--- src/rtl/rob_retire_pkg.sv ---
// Shared reorder-buffer types and default sizing for the rename back end.
// Latency: n/a (types and constants only).
// Backpressure: n/a.
package rob_retire_pkg;

  localparam int TAG_W     = 6;   // 64 physical registers
  localparam int ARCH_W    = 5;   // 32 architectural registers
  localparam int ROB_DEPTH = 16;

  // One reorder-buffer slot. valid/done are control state; the rest is payload
  // captured at allocation and consumed at retire.
  typedef struct packed {
    logic              valid;
    logic              done;
    logic              has_rd;
    logic [ARCH_W-1:0] rd;
    logic [TAG_W-1:0]  tag_new;
    logic [TAG_W-1:0]  tag_old;
  } rob_entry_t;

endpackage

--- src/rtl/rob_retire_ptr.sv ---
// Circular pointer with an extra wrap bit so full and empty are distinguishable.
// Latency: increment visible the cycle after inc_i.
// Backpressure: none; the caller only asserts inc_i when the move is legal.
module rob_ptr #(
  parameter int IDX_W = 4
) (
  input  logic             clk,
  input  logic             rst,
  input  logic             inc_i,
  output logic [IDX_W-1:0] idx_o,
  output logic             wrap_o
);
  import rob_retire_pkg::*;

  logic [IDX_W:0] ptr_q;
  logic [IDX_W:0] ptr_d;

  // Natural overflow of the IDX_W+1 bit value gives modulo 2*DEPTH counting.
  assign ptr_d = ptr_q + {{IDX_W{1'b0}}, inc_i};

  // Pointer register, cleared to slot 0 with wrap bit 0.
  always_ff @(posedge clk) begin
    if (rst) ptr_q <= '0;
    else     ptr_q <= ptr_d;
  end

  assign idx_o  = ptr_q[IDX_W-1:0];
  assign wrap_o = ptr_q[IDX_W];

endmodule

--- src/rtl/rob_retire.sv ---
// In-order reorder buffer: allocates from rename, marks completions, retires in program order.
// Latency: complete edge sets done, next edge retires, retire/free pulses visible the cycle after.
// Backpressure: alloc_ready_o drops when all DEPTH slots are occupied; alloc while full is dropped.
module rob_retire #(
  parameter int DEPTH  = rob_retire_pkg::ROB_DEPTH,
  parameter int TAG_W  = rob_retire_pkg::TAG_W,
  parameter int ARCH_W = rob_retire_pkg::ARCH_W,
  localparam int IDX_W = $clog2(DEPTH)
) (
  input  logic              clk,
  input  logic              rst,
  input  logic              alloc_valid_i,
  input  logic              alloc_has_rd_i,
  input  logic [ARCH_W-1:0] alloc_rd_i,
  input  logic [TAG_W-1:0]  alloc_tag_new_i,
  input  logic [TAG_W-1:0]  alloc_tag_old_i,
  output logic              alloc_ready_o,
  output logic [IDX_W-1:0]  alloc_idx_o,
  input  logic              complete_valid_i,
  input  logic [IDX_W-1:0]  complete_idx_i,
  output logic              retire_valid_o,
  output logic [ARCH_W-1:0] retire_rd_o,
  output logic [TAG_W-1:0]  retire_tag_o,
  output logic              free_valid_o,
  output logic [TAG_W-1:0]  free_tag_o,
  output logic [IDX_W:0]    count_o
);
  import rob_retire_pkg::*;

  rob_entry_t rob_q [DEPTH];

  logic [IDX_W-1:0] head_idx, tail_idx;
  logic             head_wrap, tail_wrap;
  logic             full;
  logic             alloc_fire;
  logic             retire_fire;
  logic             free_fire;
  rob_entry_t       head_ent;
  rob_entry_t       alloc_ent;

  logic              retire_valid_q;
  logic [ARCH_W-1:0] retire_rd_q;
  logic [TAG_W-1:0]  retire_tag_q;
  logic              free_valid_q;
  logic [TAG_W-1:0]  free_tag_q;

  rob_ptr #(.IDX_W(IDX_W)) u_head (
    .clk    (clk),
    .rst    (rst),
    .inc_i  (retire_fire),
    .idx_o  (head_idx),
    .wrap_o (head_wrap)
  );

  rob_ptr #(.IDX_W(IDX_W)) u_tail (
    .clk    (clk),
    .rst    (rst),
    .inc_i  (alloc_fire),
    .idx_o  (tail_idx),
    .wrap_o (tail_wrap)
  );

  // Full when the slot indices meet but the pointers are a lap apart.
  assign full          = (head_idx == tail_idx) && (head_wrap != tail_wrap);
  assign alloc_ready_o = !full;
  assign alloc_idx_o   = tail_idx;
  assign count_o       = {tail_wrap, tail_idx} - {head_wrap, head_idx};
  assign alloc_fire    = alloc_valid_i && !full;

  // Retire looks only at registered state, so a completion landing on the head
  // this cycle is seen one cycle later.
  assign head_ent    = rob_q[head_idx];
  assign retire_fire = head_ent.valid && head_ent.done;
  assign free_fire   = retire_fire && head_ent.has_rd && (head_ent.rd != '0);

  // Assemble the new entry from the rename-side fields.
  always_comb begin
    alloc_ent         = '0;
    alloc_ent.valid   = 1'b1;
    alloc_ent.done    = 1'b0;
    alloc_ent.has_rd  = alloc_has_rd_i;
    alloc_ent.rd      = alloc_rd_i;
    alloc_ent.tag_new = alloc_tag_new_i;
    alloc_ent.tag_old = alloc_tag_old_i;
  end

  // Entry array: completion marks done, retire frees the head, allocate fills the tail.
  always_ff @(posedge clk) begin
    if (rst) begin
      for (int i = 0; i < DEPTH; i++) begin
        rob_q[i].valid <= 1'b0;
        rob_q[i].done  <= 1'b0;
      end
    end else begin
      if (complete_valid_i && rob_q[complete_idx_i].valid) begin
        rob_q[complete_idx_i].done <= 1'b1;
      end
      if (retire_fire) begin
        rob_q[head_idx].valid <= 1'b0;
      end
      // Tail slot cannot equal head slot here: that only happens when full or empty,
      // and full blocks allocation while empty blocks retire.
      if (alloc_fire) begin
        rob_q[tail_idx] <= alloc_ent;
      end
    end
  end

  // Retire and free outputs, one-cycle pulses; payloads hold between retires.
  always_ff @(posedge clk) begin
    if (rst) begin
      retire_valid_q <= 1'b0;
      retire_rd_q    <= '0;
      retire_tag_q   <= '0;
      free_valid_q   <= 1'b0;
      free_tag_q     <= '0;
    end else begin
      retire_valid_q <= retire_fire;
      free_valid_q   <= free_fire;
      if (retire_fire) begin
        retire_rd_q  <= head_ent.rd;
        retire_tag_q <= head_ent.tag_new;
      end
      if (free_fire) begin
        free_tag_q <= head_ent.tag_old;
      end
    end
  end

  assign retire_valid_o = retire_valid_q;
  assign retire_rd_o    = retire_rd_q;
  assign retire_tag_o   = retire_tag_q;
  assign free_valid_o   = free_valid_q;
  assign free_tag_o     = free_tag_q;

endmodule

--- config.mk ---
export PLATFORM = sky130hd
export DESIGN_NAME = rob_retire
export DESIGN_NICKNAME = d
export VERILOG_FILES = /design/src/rtl/rob_retire_pkg.sv /design/src/rtl/rob_retire_ptr.sv /design/src/rtl/rob_retire.sv
export SDC_FILE = /design/constraint.sdc
export NUM_CORES = 1
export LEC_CHECK = 0
export CAP_MARGIN = 20
export CORE_MARGIN = 2
export CORE_UTILIZATION = 40
export CTS_CLUSTER_SIZE = 30
export DETAILED_ROUTE_END_ITERATION = 16
export PLACE_DENSITY = 0.62
export SETUP_SLACK_MARGIN = 0.02
export SYNTH_ARGS = -nofsm -noshare
export SYNTH_HDL_FRONTEND = slang
export SYNTH_SLANG_ARGS = --single-unit
--- constraint.sdc ---
create_clock -name clk -period 6.9 [get_ports clk]
set_input_delay 1.38 -clock clk [delete_from_list [all_inputs] [get_ports clk]]
set_output_delay 1.38 -clock clk [all_outputs]
set_load 0.01 [all_outputs]
==> results of run 1 <==
final cells by class:
type	count	area, um2	share of cell area, %
Timing Repair Buffer	77	738	4.61
Multi-Input combinational cell	347	3660	22.9
Inverter	18	67.6	0.422
Tap cell	448	561	3.50
Clock inverter	14	77.6	0.484
Clock buffer	52	1040	6.51
Sequential cell	349	9880	61.6
cell families after synthesis:
kind of cell,count (synthesis)
adder cells (fa/ha/maj),9
AO/OA/AOI/OAI,96
AND/OR/NAND/NOR,139
multiplexers,93
flip-flops,349
buffers and inverters,64
XOR/XNOR,10
worst paths after layout:
check	start	to	cells after the start
worst min register to register	rob_q[6][18]	rob_q[6][18]	2
worst max register to register	u_head.ptr_q[2]	rob_q[6][17]	8
worst min-delay path	rob_q[6][18]	rob_q[6][18]	2
worst max-delay path	u_head.ptr_q[2]	count_o[4]	6
cells in the mapped netlist, types with 3 or more instances:
| cell type | number |
|---|---|
| xnor2_1 | 5 |
| a21oi_1 | 11 |
| mux4_2 | 73 |
| nand3b_1 | 3 |
| a22oi_1 | 32 |
| o311ai_0 | 12 |
| inv_1 | 16 |
| nor3_1 | 4 |
| o311ai_1 | 3 |
| or4_1 | 7 |
| mux2i_1 | 11 |
| mux4_1 | 9 |
| a31o_2 | 5 |
| and3_1 | 3 |
| edfxtp_1 | 288 |
| nand3_1 | 17 |
| nor2b_1 | 8 |
| nor2_1 | 45 |
| ha_1 | 8 |
| a32oi_1 | 4 |
| a2bb2oi_1 | 4 |
| nand2_1 | 28 |
| dfxtp_1 | 61 |
| xor2_1 | 5 |
| buf_2 | 13 |
| a41oi_1 | 3 |
| and2_1 | 4 |
| o2111ai_1 | 6 |
| and4_1 | 3 |
| o21ai_0 | 9 |
| clkbuf_1 | 23 |
| buf_1 | 7 |
| nand4_1 | 5 |
worst min-delay path, delay by kind of cell, from the launching register on:
kind | cells | cell delay (ns)
AO/OA/AOI/OAI | 1 | 0.05
AND/OR/NAND/NOR | 1 | 0.05
flip-flops | 1 | 0.31
sequential cells by signal, indices dropped and copies added (netlist names):
name	cells
free_valid_o	1
rob_q	320
u_head.ptr_q	5
retire_tag_o	6
retire_valid_o	1
u_tail.ptr_q	5
free_tag_o	6
retire_rd_o	5
power groups by stage:
stage          Sequential [uW]  Combinational (uW)  Clock, uW
6_report                  2330                 332       1840
5_1_grt                   2330                 356       1950
4_1_cts                   2330                 336       1870
3_5_place_dp              2380                 336          0
3_3_place_gp              2370                 331          0
2_1_floorplan             2360                 209          0
through the flow:
stage	hold slack, ns	total power (uW)
2_1_floorplan	0.427	2570
3_3_place_gp	0.444	2710
3_5_place_dp	0.440	2710
4_1_cts	0.449	4540
5_1_grt	0.462	4640
6_report	0.448	4500
placed cells by master, fill, tap and decap left out, types with 9 or more instances in the layout:
| master | n |
|---|---|
| a21oi_1 | 11 |
| a22oi_1 | 32 |
| buf_4 | 19 |
| clkbuf_1 | 10 |
| clkbuf_16 | 38 |
| clkdlybuf4s50_1 | 53 |
| dfxtp_1 | 59 |
| edfxtp_1 | 288 |
| inv_1 | 16 |
| mux2i_1 | 11 |
| mux4_1 | 9 |
| mux4_2 | 73 |
| nand2_1 | 28 |
| nand3_1 | 17 |
| nor2_1 | 33 |
| nor2_2 | 12 |
| o21ai_0 | 9 |
| o311ai_0 | 12 |
metal layers:
layer | up-vias | track usage [%] | wire length, um
met5 | - | 0 | 0
met4 | 0 | 5.01 | 744
met3 | 53 | 3.43 | 2270
met2 | 287 | 30.0 | 15900
met1 | 3893 | 27.2 | 14800
li1 | 3250 | - | -
==> flow_metrics.env, run 1 <==
export IMPL_status="completed"
export IMPL_r2r_slack_ns=3.05
export IMPL_cts_clk_slew_worst_paths_ns=0.06
export IMPL_max_cap_viol_count=0
export IMPL_yosys_top_cells_area="edfxtp_1 63%, mux4_2 12%, dfxtp_1 8.9%, a22oi_1 1.7%, mux4_1 1.7%"
export IMPL_ys_ff_latch=349
export IMPL_synth_edff_count=288
export IMPL_grt_antenna_before_repair=0
export IMPL_end_kind="primary output"
export IMPL_synthesis_area_um2=13800
export IMPL_setup_tns_ns=0
export IMPL_holdBufCountCts=0
export IMPL_gp_congestion=0.867
export IMPL_power_density_nw_per_um2=281
export IMPL_synth_ff_type="edfxtp_1"
export IMPL_grt_pass1_wl_um=49600
export IMPL_synth_warnings=0
export IMPL_n_antenna_cell=0
export IMPL_p_seq_share_pct=51.8
export IMPL_totalWireLength_um=33700
export IMPL_fmax_mhz=223
export IMPL_cp_arrival_ns=3.10
export IMPL_final_min_clock_period_ns=4.48
export IMPL_synth_xor_area_share_pct=0.636
export IMPL_synthDistinctLibCells=50
export IMPL_path_buf_inv=2
export IMPL_final_util_pct=47.6
export IMPL_synthSimpleGateAreaFrac_pct=5.02
export IMPL_io_buffers=54
export IMPL_fin_nets=865
export IMPL_slew_violations=0
export IMPL_placed_cell_area_um2=14900
export IMPL_switchingPower_uw=991
export IMPL_tightest_slew_ns=1.05
export IMPL_drc=0
export IMPL_die_h_um=190
export IMPL_drt_pass1_iter_count=5
export IMPL_combPwrFrac_pct=7.4
export IMPL_synth_top_area_cell="edfxtp_1"
export IMPL_wire_per_inst_um=25.8
export IMPL_slew_headroom_pct=29.9
export IMPL_grt_pass1_vias=7473
export IMPL_vias=7483
export IMPL_pre_cts_slack_ns=2.76
export IMPL_p_int_uw=3510
export IMPL_finalCritPeriodShare_pct=64.9
export IMPL_netlist_instances=760
export IMPL_cts_max_level=2
export IMPL_postCtsSetupBuffers=0
export IMPL_setup_viol=0
export IMPL_cts_buffer_depth=3
export IMPL_clockPowerShare_pct=40.9
export IMPL_synth_compound_gate_area_share_pct=5.24
export IMPL_nFillCells=2857
export IMPL_synth_top_cell_area_share_pct=62.8
export IMPL_path_delay_family="flip-flops"
export IMPL_critPathKind="register to primary output"
export IMPL_core_um2=33700
export IMPL_die_width_um=190
export IMPL_clock_sinks=349
export IMPL_fin_cells=1305
export IMPL_syn_nets=795
export IMPL_crit_chain="inv_1 -> ha_1 -> a21o_1 -> a21oi_1 -> xor2_1 -> clkdlybuf4s50_1"
export IMPL_switching_share_pct=22.0
export IMPL_grt_max_degree=52
export IMPL_dp_cells=1237
export IMPL_drive_gt1_share_pct=20.0
export IMPL_seq_area_frac_synth_pct=71.7
export IMPL_fin_skew_ns=0.0158
export IMPL_worstPathRequired_ns=5.52
export IMPL_power_leakage_uw=0.00499
export IMPL_hold_viol=0
export IMPL_critPathMaxFanout=18
export IMPL_num_rows=67
export IMPL_crit_slowest_cell="dfxtp_1"
export IMPL_cts_buffers=37
export IMPL_synthMuxAreaShare_pct=14.5
export IMPL_cts_tree="done"
export IMPL_grt_setup_unrepaired="false"
export IMPL_cpPeakStageDelay_ns=0.85
export IMPL_synth_top_family_by_area="multiplexers"
export IMPL_root_buffer="clkbuf_16"
export IMPL_ant_nets=0
export IMPL_initial_utilization_pct=40.9
export IMPL_synthToLayoutAreaGrowth_pct=16.4
export IMPL_peakVddDrop_uv=227
export IMPL_worstSkewPairLatency_ns=0.52
export IMPL_grt_overflow_total=0
export IMPL_synth_async_reset_ratio_pct=0
export IMPL_start_kind="register"
export IMPL_min_path_type="register to register"
export IMPL_hpwlAfterDp_um=21500
export IMPL_fin_area_um2=16000
export IMPL_viasPerCell=5.73
export IMPL_ios=55
export IMPL_cts_resized=0
export IMPL_track_usage_pct=18.9
export IMPL_synthAdderAreaFrac_pct=0.872
export IMPL_setup_slack_ns=2.42
export IMPL_dr_first_iter_drc_count=882
export IMPL_synth_area_per_cell_um2=18.1
export IMPL_dieArea_um2=35900
Power figures use the tool's default switching activity.
==> inputs of run 2 (changes only) <==
==> constraint.sdc (replaced) <==
create_clock -name clk -period 4.33 [get_ports clk]
set_input_delay 0.866 -clock clk [delete_from_list [all_inputs] [get_ports clk]]
set_output_delay 0.866 -clock clk [all_outputs]
set_load 0.01 [all_outputs]
==> run 2 against run 1 <==
  * Combinational power grew 51%
  * Register-to-register slack lost 1.9 ns
  * Sequential share of layout area shrank 0.18 points
  * Core utilization grew 0.14 points
  * Wire length shrank 6.1%
  * Worst setup slack lost 1.8 ns
  * Power grew 57%
  * Cell area grew 0.29%
  * Clock skew is essentially flat
==> flow_metrics.env, run 2 (same netlist as run 1, synthesis figures left out) <==
export IMPL_status="completed"
export IMPL_cp_arrival_ns=2.87
export IMPL_layout_common_cells="288 x edfxtp_1, 73 x mux4_2, 59 x dfxtp_1, 53 x clkdlybuf4s50_1, 36 x clkbuf_16"
export IMPL_n_antenna_cell=0
export IMPL_setup_tns_ns=0
export IMPL_wire_per_inst_um=24.1
export IMPL_peakVddDrop_uv=271
export IMPL_grt_antenna_before_repair=1
export IMPL_multi_input_area_um2=3660
export IMPL_top_register="rob_q"
export IMPL_synthToLayoutAreaGrowth_pct=16.7
export IMPL_root_buffer="clkbuf_16"
export IMPL_clock_sinks=349
export IMPL_drc=0
export IMPL_nFillCells=2863
export IMPL_critPathKind="register to primary output"
export IMPL_holdBufCountCts=0
export IMPL_initial_utilization_pct=40.9
export IMPL_grt_pass1_vias=7576
export IMPL_slew_headroom_pct=28.6
export IMPL_grt_setup_unrepaired="false"
export IMPL_finalCritPeriodShare_pct=86.3
export IMPL_rr_startpoint="u_head.ptr_q[0]"
export IMPL_tightest_slew_ns=1.06
export IMPL_hold_depth=2
export IMPL_power_leakage_uw=0.00504
export IMPL_cts_max_level=2
export IMPL_final_min_clock_period_ns=3.74
export IMPL_grt_overflow_total=0
export IMPL_startpoint="u_head.ptr_q[0]"
export IMPL_viasPerCell=5.70
export IMPL_worstPathRequired_ns=3.46
export IMPL_cts_tree="done"
export IMPL_slew_violations=0
export IMPL_num_rows=67
export IMPL_drt_pass1_iter_count=5
export IMPL_power_density_nw_per_um2=441
export IMPL_die_h_um=190
export IMPL_final_common_cell="edfxtp_1"
export IMPL_cts_buffer_depth=3
export IMPL_fin_nets=877
export IMPL_dieArea_um2=35900
export IMPL_hold_viol=0
export IMPL_fin_skew_ns=0.0155
export IMPL_max_cap_viol_count=0
export IMPL_die_width_um=190
export IMPL_grt_max_degree=43
export IMPL_critPathMaxFanout=33
export IMPL_min_path_type="register to register"
export IMPL_min_from="rob_q[5][18]"
export IMPL_cts_resized=0
export IMPL_track_usage_pct=17.8
export IMPL_hpwlAfterDp_um=18900
export IMPL_fmax_mhz=267
export IMPL_gp_congestion=0.844
export IMPL_seqCellArea_um2=9880
export IMPL_io_buffers=54
export IMPL_dr_first_iter_drc_count=782
export IMPL_core_um2=33700
export IMPL_drive_gt1_share_pct=21.1
export IMPL_ios=55
export IMPL_ant_nets=0
export IMPL_ff2ff_path_depth=5
export IMPL_totalWireLength_um=31700
export IMPL_worstSkewPairLatency_ns=0.51
export IMPL_setup_viol=0
export IMPL_vias=7498
export IMPL_cts_clk_slew_worst_paths_ns=0.06
export IMPL_end_kind="primary output"
export IMPL_dp_cells=1252
export IMPL_grt_pass1_wl_um=48000
export IMPL_start_kind="register"
export IMPL_fin_cells=1315
export IMPL_postCtsSetupBuffers=0
export IMPL_largest_register_ffs=320
export IMPL_cts_buffers=36
==> run 2: changes by cell type in the layout (fill, tap and decap cells not counted), moves of 2 or more <==
cell and change:
buf_4 +16, buf_8 -4, clkbuf_16 -2, clkinv_1 -2
==> run 2: worst paths after layout <==
check	slack, ns	endpoint
setup / recovery	0.59	count_o[4]
hold / removal	0.45	rob_q[5][18]
setup reg to reg	1.10	free_tag_o[0]
hold reg to reg	0.45	rob_q[5][18]
==> run 2: per-stage QoR <==
step | instance area (um2) | setup WS (ns) | utilization, % | power (uW) | hold slack [ns]
finish | 16100 | 0.591 | 47.7 | 7090 | 0.455
global route | 16100 | 0.393 | 47.7 | 7330 | 0.479
CTS | 16100 | 0.540 | 47.7 | 7160 | 0.460
detailed placement | 15000 | 1.02 | 44.5 | 4290 | 0.452
global placement | 15000 | 1.06 | 44.5 | 4290 | 0.435
floorplan | 13800 | 0.459 | - | 4090 | 0.427
==> run 2: cell type report <==
class                      instances  area share, %
inverter                          18          0.420
tap                              448           3.49
clock buffer                      49           6.10
sequential                       349           61.5
multi-input combinational        347           22.8
timing repair buffer              90           5.09
clock inverter                    14          0.669
==> run 2: critical path, stage by stage (launching register included) <==
cell             delay (ns)
dfxtp_4                0.75
ha_1                   0.31
fa_1                   0.23
inv_1                  0.05
a21o_1                 0.15
a21oi_1                0.17
xor2_1                 0.15
clkdlybuf4s50_1        0.56
==> run 2: where the power goes <==
group | switching, uW | internal, uW
registers | 44.5 | 3670
logic | 258 | 242
clock network | 1220 | 1650
==> run 2: metal layers <==
| metal | routed length, um | part of all wire, % | track usage (%) |
|---|---|---|---|
| met5 | 0 | 0 | 0 |
| met4 | 799 | 2.5 | 5.37 |
| met3 | 2130 | 6.7 | 3.50 |
| met2 | 14700 | 46 | 27.9 |
| met1 | 14100 | 45 | 25.6 |
==> inputs of run 3 (changes only) <==
==> constraint.sdc (replaced) <==
create_clock -name clk -period 4.33 [get_ports clk]
set_input_delay 1.0825 -clock clk [delete_from_list [all_inputs] [get_ports clk]]
set_output_delay 1.0825 -clock clk [all_outputs]
set_load 0.01 [all_outputs]
==> run 3 against run 2 <==
  * Wire length grew 0.81%
  * Largest power group unchanged
  * Largest cell class unchanged
  * Count of clock-buffer cells in the layout up 1
  * Clock skew rose by 0.0023 ns
  * Core utilization up 0.17 points
  * Critical path depth grew 1
  * Register-to-register slack worse by 0.17 ns
  * Cell area increased by 0.35%
  * Final cell count up 0.23%
  * Die area unchanged
==> flow_metrics.env, run 3 (same netlist as run 1, synthesis figures left out) <==
export IMPL_status="completed"
export IMPL_min_path_type="register to register"
export IMPL_setup_viol=0
export IMPL_r2r_slack_ns=0.93
export IMPL_drt_pass1_iter_count=5
export IMPL_setup_tns_ns=0
export IMPL_top_register="rob_q"
export IMPL_power_leakage_uw=0.00507
export IMPL_drc=0
export IMPL_clock_sinks=349
export IMPL_slew_violations=0
export IMPL_worstPathRequired_ns=3.25
export IMPL_final_common_cell="edfxtp_1"
export IMPL_path_buf_inv=3
export IMPL_crit_chain="inv_1 -> ha_1 -> fa_1 -> inv_1 -> a21o_1 -> a21oi_1 -> xor2_1 -> clkdlybuf4s50_1"
export IMPL_final_min_clock_period_ns=3.91
export IMPL_cpPeakStageDelay_ns=0.60
export IMPL_fin_nets=877
export IMPL_root_buffer="clkbuf_16"
export IMPL_critPathMaxFanout=12
export IMPL_grt_max_degree=84
export IMPL_slew_headroom_pct=38.1
export IMPL_path_delay_family="buffers and inverters"
export IMPL_track_usage_pct=18.0
export IMPL_die_width_um=190
export IMPL_viasPerCell=5.73
export IMPL_fmax_mhz=256
export IMPL_grt_setup_unrepaired="false"
export IMPL_ios=55
export IMPL_core_um2=33700
export IMPL_max_cap_viol_count=0
export IMPL_final_util_pct=47.9
export IMPL_timing_hold_ws_ns=0.454
export IMPL_cts_max_level=2
export IMPL_num_rows=67
export IMPL_drive_gt1_share_pct=21.4
export IMPL_hold_viol=0
export IMPL_layout_common_cells="288 x edfxtp_1, 73 x mux4_2, 59 x dfxtp_1, 53 x clkdlybuf4s50_1, 38 x clkbuf_16"
export IMPL_initial_utilization_pct=40.9
export IMPL_grt_pass1_vias=7760
export IMPL_wire_per_inst_um=24.2
export IMPL_die_h_um=190
export IMPL_hpwlAfterDp_um=18600
export IMPL_cts_tree="done"
export IMPL_grt_overflow_total=0
export IMPL_n_antenna_cell=0
export IMPL_fin_skew_ns=0.0178
export IMPL_crit_top_cell="inv_1"
export IMPL_start_kind="register"
export IMPL_io_buffers=54
export IMPL_synthToLayoutAreaGrowth_pct=17.1
export IMPL_nFillCells=2876
export IMPL_cts_buffers=37
export IMPL_cp_arrival_ns=2.82
export IMPL_finalCritPeriodShare_pct=90.2
export IMPL_dr_first_iter_drc_count=845
export IMPL_postCtsSetupBuffers=0
export IMPL_total_power_uw=7190
export IMPL_vias=7557
export IMPL_grt_antenna_before_repair=0
export IMPL_cts_resized=0
export IMPL_worstSkewPairLatency_ns=0.53
export IMPL_cts_clk_slew_worst_paths_ns=0.06
export IMPL_grt_pass1_wl_um=48400
export IMPL_dieArea_um2=35900
export IMPL_largest_register_ffs=320
export IMPL_peakVddDrop_uv=332
export IMPL_cts_buffer_depth=3
export IMPL_critPathKind="register to primary output"
export IMPL_gp_congestion=0.849
export IMPL_crit_slowest_cell="dfxtp_1"
export IMPL_totalWireLength_um=31900
export IMPL_power_density_nw_per_um2=446
export IMPL_ant_nets=0
export IMPL_end_kind="primary output"
export IMPL_holdBufCountCts=0
export IMPL_tightest_slew_ns=0.926
run 3: changes by cell type in the layout (fill, tap and decap cells not counted), sizes merged:
cell and delta:
clkinv +4, bufinv -1, clkbuf +1, buf -1
run 3: where the power goes:
group          leakage (uW)  internal [uW]  switching (uW)
combinational       0.00141            243             270
sequential          0.00309           3670            25.3
clock              0.000568           1700            1270
run 3: metrics by stage:
step                instance area (um2)  setup WS [ns]  cells
finish                            16100          0.423   1318
global route                      16100          0.251   1318
CTS                               16100          0.386   1318
detailed placement                15000          0.930   1251
global placement                  15000          0.951   1251
floorplan                         13800          0.459    760
run 3: worst reg2reg max path, delay by kind of cell, from the launching register on:
family | cells | cell delay [ns]
and+or+nand+nor | 3 | 1.18
buffers and inverters | 1 | 0.80
DFF | 1 | 0.60
muxes | 1 | 0.44
AOI/OAI and AO/OA | 2 | 0.29
run 3: path summary, 6_finish.rpt:
check | from | cells after the start | endpoint
min reg2reg | rob_q[10][18] | 2 | rob_q[10][18]
max reg2reg | u_head.ptr_q[1] | 7 | free_tag_o[5]
min | rob_q[10][18] | 2 | rob_q[10][18]
max | u_tail.ptr_q[0] | 8 | count_o[4]
run 3: per-layer routing:
layer	part of all wire, %	wire length [um]	GRT usage, %
met5	0	0	0
met4	2.8	907	5.52
met1	44	14200	26.2
met2	47	14900	28.1
met3	6.2	1980	2.77
run 3: final cells by class:
class | instances | area (um2) | area share, %
flip-flops and latches | 349 | 9880 | 61.2
inverters | 18 | 67.6 | 0.419
clock inverters | 17 | 105 | 0.652
multi-input cells | 347 | 3660 | 22.7
clock buffers | 50 | 1050 | 6.49
repair buffers | 89 | 811 | 5.03
well taps | 448 | 561 | 3.48
